===== src/rtl/i2s_pkg.sv =====
// i2s_pkg: shared constants for the I2S transmitter slice.
//   DEFAULT_DATA_WIDTH / DEFAULT_SLOT_WIDTH : default sample and slot widths
//   LRCK_LEFT / LRCK_RIGHT                  : word-clock level for each slot
//   frame_bits(slot_width)                  : BCK periods per stereo frame
package i2s_pkg;

  localparam int DEFAULT_DATA_WIDTH = 24;
  localparam int DEFAULT_SLOT_WIDTH = 32;

  localparam logic LRCK_LEFT  = 1'b0;
  localparam logic LRCK_RIGHT = 1'b1;

  // A frame holds one left slot followed by one right slot.
  function automatic int frame_bits(input int slot_width);
    return 2 * slot_width;
  endfunction

endpackage


===== src/rtl/i2s_bck_gen.sv =====
// i2s_bck_gen: divides the system clock down to the I2S bit clock.
//   clock    in   system clock, rising-edge logic
//   reset    in   synchronous active-high reset
//   bck      out  registered bit clock, BCK_DIV system clocks per half period
//   fall_stb out  high during the clock whose rising edge drives bck 1->0,
//                 so logic clocked on that same edge changes with the fall
module i2s_bck_gen
  import i2s_pkg::*;
#(
  parameter int BCK_DIV = 2
) (
  input  logic clock,
  input  logic reset,
  output logic bck,
  output logic fall_stb
);

  localparam int DIV_W = (BCK_DIV > 1) ? $clog2(BCK_DIV) : 1;
  localparam logic [DIV_W-1:0] DIV_LAST = DIV_W'(BCK_DIV - 1);

  logic [DIV_W-1:0] div_cnt_r;
  logic             bck_r;
  logic             tick_s;

  // Toggle point of the divider and the falling-edge strobe.
  always_comb begin
    tick_s   = (div_cnt_r == DIV_LAST);
    fall_stb = tick_s && bck_r;
  end

  // Divider counter and bit-clock register.
  always_ff @(posedge clock) begin
    if (reset) begin
      div_cnt_r <= '0;
      bck_r     <= 1'b0;
    end else if (tick_s) begin
      div_cnt_r <= '0;
      bck_r     <= ~bck_r;
    end else begin
      div_cnt_r <= div_cnt_r + DIV_W'(1);
    end
  end

  assign bck = bck_r;

endmodule


===== src/rtl/i2s_transmitter.sv =====
// i2s_transmitter: parallel stereo PCM to I2S serializer.
//   clock        in   system clock, rising-edge logic
//   reset        in   synchronous active-high reset
//   left_data    in   left sample, two's complement
//   right_data   in   right sample, two's complement
//   sample_valid in   producer offers left_data/right_data
//   sample_ready out  one-entry holding buffer is empty
//   BCK          out  bit clock (registered)
//   LRCK         out  word clock, 0 = left slot, 1 = right slot (registered)
//   DATAOUT      out  serial data, MSB first, changes with BCK falls
//   underrun     out  one-clock pulse when a frame starts with no sample
// Build option: define I2S_TX_UNDERRUN_REPEAT_EN to repeat the previous
// frame on underrun; otherwise an underrun frame is digital silence.
module i2s_transmitter
  import i2s_pkg::*;
#(
  parameter int DATA_WIDTH = DEFAULT_DATA_WIDTH,
  parameter int SLOT_WIDTH = DEFAULT_SLOT_WIDTH,
  parameter int BCK_DIV    = 2
) (
  input  logic                  clock,
  input  logic                  reset,
  input  logic [DATA_WIDTH-1:0] left_data,
  input  logic [DATA_WIDTH-1:0] right_data,
  input  logic                  sample_valid,
  output logic                  sample_ready,
  output logic                  BCK,
  output logic                  LRCK,
  output logic                  DATAOUT,
  output logic                  underrun
);

  localparam int FRAME_BITS = frame_bits(SLOT_WIDTH);
  localparam int CNT_W      = $clog2(FRAME_BITS);
  localparam int IDX_W      = $clog2(DATA_WIDTH);
  localparam logic [CNT_W-1:0] CNT_LAST = CNT_W'(FRAME_BITS - 1);

  logic                  bck_s;
  logic                  fall_stb_s;
  logic                  buf_full_r;
  logic [DATA_WIDTH-1:0] buf_left_r;
  logic [DATA_WIDTH-1:0] buf_right_r;
  logic [DATA_WIDTH-1:0] frame_left_r;
  logic [DATA_WIDTH-1:0] frame_right_r;
  logic [CNT_W-1:0]      bit_cnt_r;
  logic                  lrck_r;
  logic                  dout_r;
  logic                  underrun_r;

  logic [CNT_W-1:0]      bit_next_s;
  logic                  frame_start_s;
  logic                  take_s;
  int                    b_int_s;
  logic [IDX_W-1:0]      idx_s;
  logic                  lrck_next_s;
  logic                  dout_next_s;

  i2s_bck_gen #(
    .BCK_DIV(BCK_DIV)
  ) u_bck_gen (
    .clock   (clock),
    .reset   (reset),
    .bck     (bck_s),
    .fall_stb(fall_stb_s)
  );

  // Next frame position and the frame-start / handshake conditions.
  always_comb begin
    bit_next_s = '0;
    if (bit_cnt_r == CNT_LAST) begin
      bit_next_s = '0;
    end else begin
      bit_next_s = bit_cnt_r + CNT_W'(1);
    end
    frame_start_s = fall_stb_s && (bit_next_s == '0);
    take_s        = sample_valid && !buf_full_r;
  end

  // Word clock and serial bit for the position being entered. Position 0 of
  // each slot is the one-BCK I2S delay, so the MSB sits at position 1.
  always_comb begin
    b_int_s     = 32'(bit_next_s);
    idx_s       = '0;
    dout_next_s = 1'b0;
    lrck_next_s = (b_int_s >= SLOT_WIDTH) ? LRCK_RIGHT : LRCK_LEFT;
    if ((b_int_s >= 1) && (b_int_s <= DATA_WIDTH)) begin
      idx_s       = IDX_W'(DATA_WIDTH - b_int_s);
      dout_next_s = frame_left_r[idx_s];
    end else if ((b_int_s >= SLOT_WIDTH + 1) &&
                 (b_int_s <= SLOT_WIDTH + DATA_WIDTH)) begin
      idx_s       = IDX_W'(DATA_WIDTH - (b_int_s - SLOT_WIDTH));
      dout_next_s = frame_right_r[idx_s];
    end else begin
      dout_next_s = 1'b0;
    end
  end

  // One-entry holding buffer. A drain takes priority; since ready means
  // empty, a drain and a load never coincide.
  always_ff @(posedge clock) begin
    if (reset) begin
      buf_full_r  <= 1'b0;
      buf_left_r  <= '0;
      buf_right_r <= '0;
    end else if (frame_start_s && buf_full_r) begin
      buf_full_r <= 1'b0;
    end else if (take_s) begin
      buf_full_r  <= 1'b1;
      buf_left_r  <= left_data;
      buf_right_r <= right_data;
    end
  end

  // Bit counter, serial outputs and frame registers. Frame registers only
  // change at frame start, so input changes mid-frame are harmless.
  always_ff @(posedge clock) begin
    if (reset) begin
      bit_cnt_r     <= CNT_LAST;
      lrck_r        <= LRCK_RIGHT;
      dout_r        <= 1'b0;
      underrun_r    <= 1'b0;
      frame_left_r  <= '0;
      frame_right_r <= '0;
    end else begin
      underrun_r <= 1'b0;
      if (fall_stb_s) begin
        bit_cnt_r <= bit_next_s;
        lrck_r    <= lrck_next_s;
        dout_r    <= dout_next_s;
      end
      if (frame_start_s) begin
        if (buf_full_r) begin
          frame_left_r  <= buf_left_r;
          frame_right_r <= buf_right_r;
        end else begin
          underrun_r <= 1'b1;
`ifndef I2S_TX_UNDERRUN_REPEAT_EN
          frame_left_r  <= '0;
          frame_right_r <= '0;
`endif
        end
      end
    end
  end

  assign sample_ready = !buf_full_r;
  assign BCK          = bck_s;
  assign LRCK         = lrck_r;
  assign DATAOUT      = dout_r;
  assign underrun     = underrun_r;

endmodule


===== config.mk =====
export PLATFORM = sky130hd
export DESIGN_NAME = i2s_transmitter
export DESIGN_NICKNAME = d
export VERILOG_FILES = /design/src/rtl/i2s_pkg.sv /design/src/rtl/i2s_bck_gen.sv /design/src/rtl/i2s_transmitter.sv
export SDC_FILE = /design/constraint.sdc
export NUM_CORES = 1
export LEC_CHECK = 0
export CELL_PAD_IN_SITES_DETAIL_PLACEMENT = 1
export CELL_PAD_IN_SITES_GLOBAL_PLACEMENT = 1
export CORE_ASPECT_RATIO = 0.6
export CORE_UTILIZATION = 44
export DETAILED_ROUTE_END_ITERATION = 7
export PLACE_DENSITY_LB_ADDON = 0.1
export SYNTH_ARGS = -nofsm -noshare
export SYNTH_HDL_FRONTEND = slang
export SYNTH_SLANG_ARGS = --single-unit

===== constraint.sdc =====
create_clock -name clock -period 8 [get_ports clock]
set_input_delay 1.2 -clock clock [delete_from_list [all_inputs] [get_ports clock]]
set_output_delay 1.2 -clock clock [all_outputs]
set_load 0.005 [all_outputs]

* Yosys cells after proc, flatten, opt, wreduce, memory -nomap -nowiden
Cells that the tools add are included.
Storage, ports and cells: register bits 108, output and inout port bits 5
Cells by class: add/sub/neg operators 5, magnitude comparators 7, eq/ne operators 1, multiplexer cells 11, bitwise operators 3, reductions and logical operators 12
Operators with widths (count):
- $mux W24 | 2
- $ge A6 B6 Y1 const B | 2
- $lt A5 B6 Y1 const B | 2
- $bmux W1 S5 | 2
- $add A6 B1 Y6 const B | 1
- $eq A6 B6 Y1 const B | 1
- $ge A6 B1 Y1 const B | 1
- $le A6 B5 Y1 const B | 1
- $le A6 B6 Y1 const B | 1
- $logic_and A1 B1 Y1 | 6
- $logic_not A6 Y1 | 1
- $mux W1 | 6
- $mux W6 | 1
- $reduce_or A2 Y1 | 3
- $sub A4 B5 Y5 const A | 1
- $sub A5 B1 Y5 const B | 1
- $sub A5 B5 Y5 const A | 1
- $not A1 Y1 | 3
- $reduce_and A2 Y1 | 1
- $add A1 B1 Y1 const B | 1
- $logic_not A1 Y1 | 1

* Depth between registers and ports, before layout
word-level depth 8, depth in mapped cells 11

* By module
Synthesis repeated with hierarchy kept, for this count alone.
Unflattened totals: cell total of the unflattened synthesis 594, area total of the unflattened synthesis 4693.3 µm²
Modules (own cells, without submodules):
- i2s_transmitter | instances 1, cells each 588, area each 4629.4 µm²
- i2s_bck_gen | instances 1, cells each 6, area each 63.8 µm²

* Worst setup path after synthesis
OpenSTA, ideal clock, no wires.
path type reg2reg, start reg bit_cnt_r[0], end reg dout_r (netlist: DATAOUT), setup time 74 ps, arrival time 2513 ps, slack 5412 ps, stages on the path, launching flop included 11, buffers on the path 2, path through dfxtp_1 > inv_1 > ha_1 > buf_2 > inv_1 > clkbuf_1 > mux4_2 > nor3_1 > nor4_1 > or4b_1 > a31oi_1
Between the ends: longest elaborated chain between the ends 8
RTL lines:
- start: declaration | line i2s_transmitter.sv:45 | logic [CNT_W-1:0] bit_cnt_r;
- start signal: assignment | line i2s_transmitter.sv:127 | bit_cnt_r <= bit_next_s;
- $add A6 B1 Y6 or $eq A6 B6 Y1 (tied branches) | line i2s_transmitter.sv:73, i2s_transmitter.sv:70
- $mux W6 * | line i2s_transmitter.sv:70 | if (bit_cnt_r == CNT_LAST) begin
- named net bit_next_s[1] | line i2s_transmitter.sv:50 | logic [CNT_W-1:0] bit_next_s;
- $sub A5 B1 Y5 | line i2s_transmitter.sv:91 | idx_s = IDX_W'(DATA_WIDTH - (b_int_s - SLOT_WIDTH));
- $sub A4 B5 Y5 | line i2s_transmitter.sv:91
- $bmux W1 S5 | line i2s_transmitter.sv:92 | dout_next_s = frame_right_r[idx_s];
- $mux W1 (implied by the code) | line i2s_transmitter.sv:92
- $mux W1 | line i2s_transmitter.sv:89 | end else if ((b_int_s >= SLOT_WIDTH + 1) &&
- $mux W1 * | line i2s_transmitter.sv:86 | if ((b_int_s >= 1) && (b_int_s <= DATA_WIDTH)) begin
- end signal: assignment | line i2s_transmitter.sv:129 | dout_r <= dout_next_s;
- end: declaration | line i2s_transmitter.sv:47 | logic dout_r;
Mark *: on every way through the listed nets, which the timed path passes. The rest lies on a longest branch. The select of a mux whose other input is x is not followed. A chain may end at the register's enable or synchronous reset.

* Worst setup path after layout
Ends and elaborated chain as after synthesis.

==> out/results.ini <==
[global_route]
grt_max_degree=108
grt_util_all_layers=0.251
grt_pass1_wl_um=21400
gr-total-overflow=0
first_global_vias=4138
grt_antenna_before_repair=0

[cells_and_area]
areaGrowthSynthToFinish_pct=18.2
drive_above_1_share=0.0628
fin_area_um2=5550
diodes=0
multi_input_area_um2=2340
seq_area_um2=2140
layout_common_cells=161 x nand2_1, 107 x dfxtp_1, 102 x a21oi_1
fin_util=0.549
mostFrequentLayoutCell=nand2_1
n_fill_cell=1221
nNetsFinal=669

[sta]
fin_crit_sh=0.440
setup_tns_ns=0
period_minus_slack_ns=3.52
hold_viol=0
skew_ns=0.0114
max_clock_freq_ghz=0.284
slew_headroom=0.263
drv_slew=0
worst_pin_slew_ns=1.10
rsz0062_at_grt=no
setup_viol=0

[detailed_routing]
drc=0
routed_via_density=5.51
drt_iter0_drc=211
wl_met1_um=6790
avgRoutedWirePerCell_um=17.1
firstDrtPassIters=4
ant_nets=0
vias=4167
wirelength_um=12900
route.met3.wl_um=363
wl_met2_um=5600
highest_layer=met4

[logic_synthesis]
yosysWarnings=0
syn_nets=648
synth_ff_type=dfxtp_1
async_flop_share=0
syn_avg_cell_area_um2=7.90
ys_seq_elements=107
synth_area_um2=4700
synth_edf_count=0
ys_seq_area_frac=0.456
synth_cell_types=50
synth_cells=595

[worst_setup_path]
cp.arrival_ns=3.78
startpoint_type=register
ff2ff_path_depth=10
setup.worst_path.end=DATAOUT$_SDFFE_PP0P_
critical_path_depth=10
rr_startpoint=bit_cnt_r[0]$_SDFFE_PP1P_
r2r_slack_ns=4.48
crit_chain=buf_4 > inv_1 > ha_1 > buf_4 > inv_1 > mux4_2 > o31ai_1 > nor4bb_1 > or4b_1 > a31oi_1
slowest_delay_ns=0.72
worstReg2RegEnd=DATAOUT$_SDFFE_PP0P_
cp_top_family=buffers and inverters
path_class=reg2reg
cp_max_fo=24
crit_slowest_cell=ha_1
crit_path_start=bit_cnt_r[0]$_SDFFE_PP1P_
critical_path_required_ns=8.26
end_kind=register
crit_buf_inv=4

[cts]
cts-htree-levels=3
cts_setup_buffers=0
ctsResizeCount=0
holdBufCountCts=0
clkSinkCount=107
cts_tree=done
root_buffer=clkbuf_16
clk_pin_slew_ns=0.07
cts_max_path_buffers=2
clkLatencyLatePin_ns=0.35
numCtsBuffers=9

[power]
p_leak_nw=1.94
p_per_area_nw_per_um2=209
ir_drop_mv=0.112

[place]
gp_congestion=0.865
hpwl_um=8660
place_area_um2=5270
io_buffers=55

[run_status]
status=completed

[die]
fp-row-count=28
die_w_um=135
die_h_um=82.1
io_pins=56
start_util=0.464
dieArea_um2=11100
coreArea_um2=10100

[hold_path]
min_path_type=reg2reg

[run]
drv_cap=0

==> kinds of logic (layout without fill, tap and decap cells) <==
family                   count (synthesis)  in the layout  synth area share
AND/OR/NAND/NOR                        260            260             0.243
AO/OA/AOI/OAI                          146            146             0.183
adder cells (fa/ha/maj)                  2              2           0.00532
flip-flops                             107            107             0.456
multiplexers                            20             20            0.0562
XOR/XNOR                                 4              4           0.00746
buffers and inverters                   56             82            0.0495
==> area by class of cell <==
type	instances	share of cell area
Clock buffer	10	0.0430
Inverter	4	0.00270
Tap cell	135	0.0304
Timing Repair Buffer	62	0.108
Multi-Input combinational cell	432	0.422
Clock inverter	6	0.00856
Sequential cell	107	0.386
==> how the worst min path moves through the flow <==
stage | end | depth (start not counted) | slack, ns | startpoint
6_report | buf_right_r[10]$_SDFFE_PP0P_ | 2 | 0.46 | buf_right_r[10]$_SDFFE_PP0P_
5_1_grt | frame_left_r[19]$_SDFFE_PP0N_ | 2 | 0.48 | frame_left_r[19]$_SDFFE_PP0N_
4_1_cts | buf_right_r[10]$_SDFFE_PP0P_ | 2 | 0.46 | buf_right_r[10]$_SDFFE_PP0P_
3_5_place_dp | buf_right_r[10]$_SDFFE_PP0P_ | 2 | 0.45 | buf_right_r[10]$_SDFFE_PP0P_
3_3_place_gp | frame_left_r[16]$_SDFFE_PP0N_ | 2 | 0.44 | frame_left_r[16]$_SDFFE_PP0N_
2_1_floorplan | frame_left_r[10]$_SDFFE_PP0N_ | 2 | 0.43 | frame_left_r[10]$_SDFFE_PP0N_
==> metal layers <==
layer | GRT usage | vias up
li1 | - | 2085
met1 | 0.352 | 2007
met2 | 0.392 | 63
met3 | 0.0506 | 12
met4 | 0.0719 | 0
met5 | 0 | -
==> state kept, by name (all words and copies together) (netlist names) <==
signal / count
bit_cnt_r: 6
u_bck_gen.bck: 1
DATAOUT: 1
underrun: 1
frame_right_r: 24
buf_full_r: 1
buf_right_r: 24
frame_left_r: 24
u_bck_gen.div_cnt_r: 1
buf_left_r: 24
==> where the power goes <==
group          internal [W]  leakage, nW  switching (W)
sequential         0.000551        0.871      0.0000166
clock              0.000223        0.145       0.000205
combinational     0.0000696        0.927      0.0000952
total              0.000844         1.94       0.000317
==> worst register-to-register path: cells and delay by family, from the launching register on <==
family          cells  cell delay [ns]
compound gates      2             0.40
fa+ha+maj           1             0.72
buf+inv             4             1.07
flops               1             0.31
mux                 1             0.35
simple gates        2             0.59
==> synthesized netlist by cell type, drive strengths merged, types with 2 or more instances <==
cell | count | area [um2]
xnor2 | 3 | 26.3
o211ai | 2 | 15.0
a211o | 5 | 43.8
mux4 | 5 | 113
a22oi | 4 | 30.0
nor2b | 7 | 43.8
nand3 | 52 | 273
and2 | 2 | 12.5
a31oi | 3 | 18.8
buf | 16 | 82.6
a311o | 2 | 20.0
inv | 4 | 15.0
dfxtp | 107 | 2140
nor3 | 8 | 40.0
nor2 | 20 | 75.1
o22ai | 2 | 12.5
o31ai | 2 | 15.0
o21bai | 3 | 22.5
clkbuf | 36 | 135
nand2 | 162 | 611
a21boi | 2 | 15.0
o21ai | 7 | 46.3
mux2i | 14 | 140
o311a | 2 | 20.0
or4b | 2 | 20.0
nor4 | 2 | 27.5
and3 | 2 | 12.5
ha | 2 | 25.0
a21oi | 102 | 510
a211oi | 5 | 37.5
==> per-stage QoR <==
| stage | setup WS, ns | hold slack [ns] | total power [W] | instances |
|---|---|---|---|---|
| after global routing | 4.20 | 0.478 | 0.00121 | 756 |
| after detailed placement | 4.50 | 0.447 | 0.000744 | 740 |
| after global placement | 4.68 | 0.440 | 0.000737 | 740 |
| final | 4.48 | 0.456 | 0.00116 | 756 |
| after CTS | 4.51 | 0.457 | 0.00117 | 756 |
| after floorplan | 5.41 | 0.428 | 0.000685 | 595 |
(Power assumes the default switching activity.)
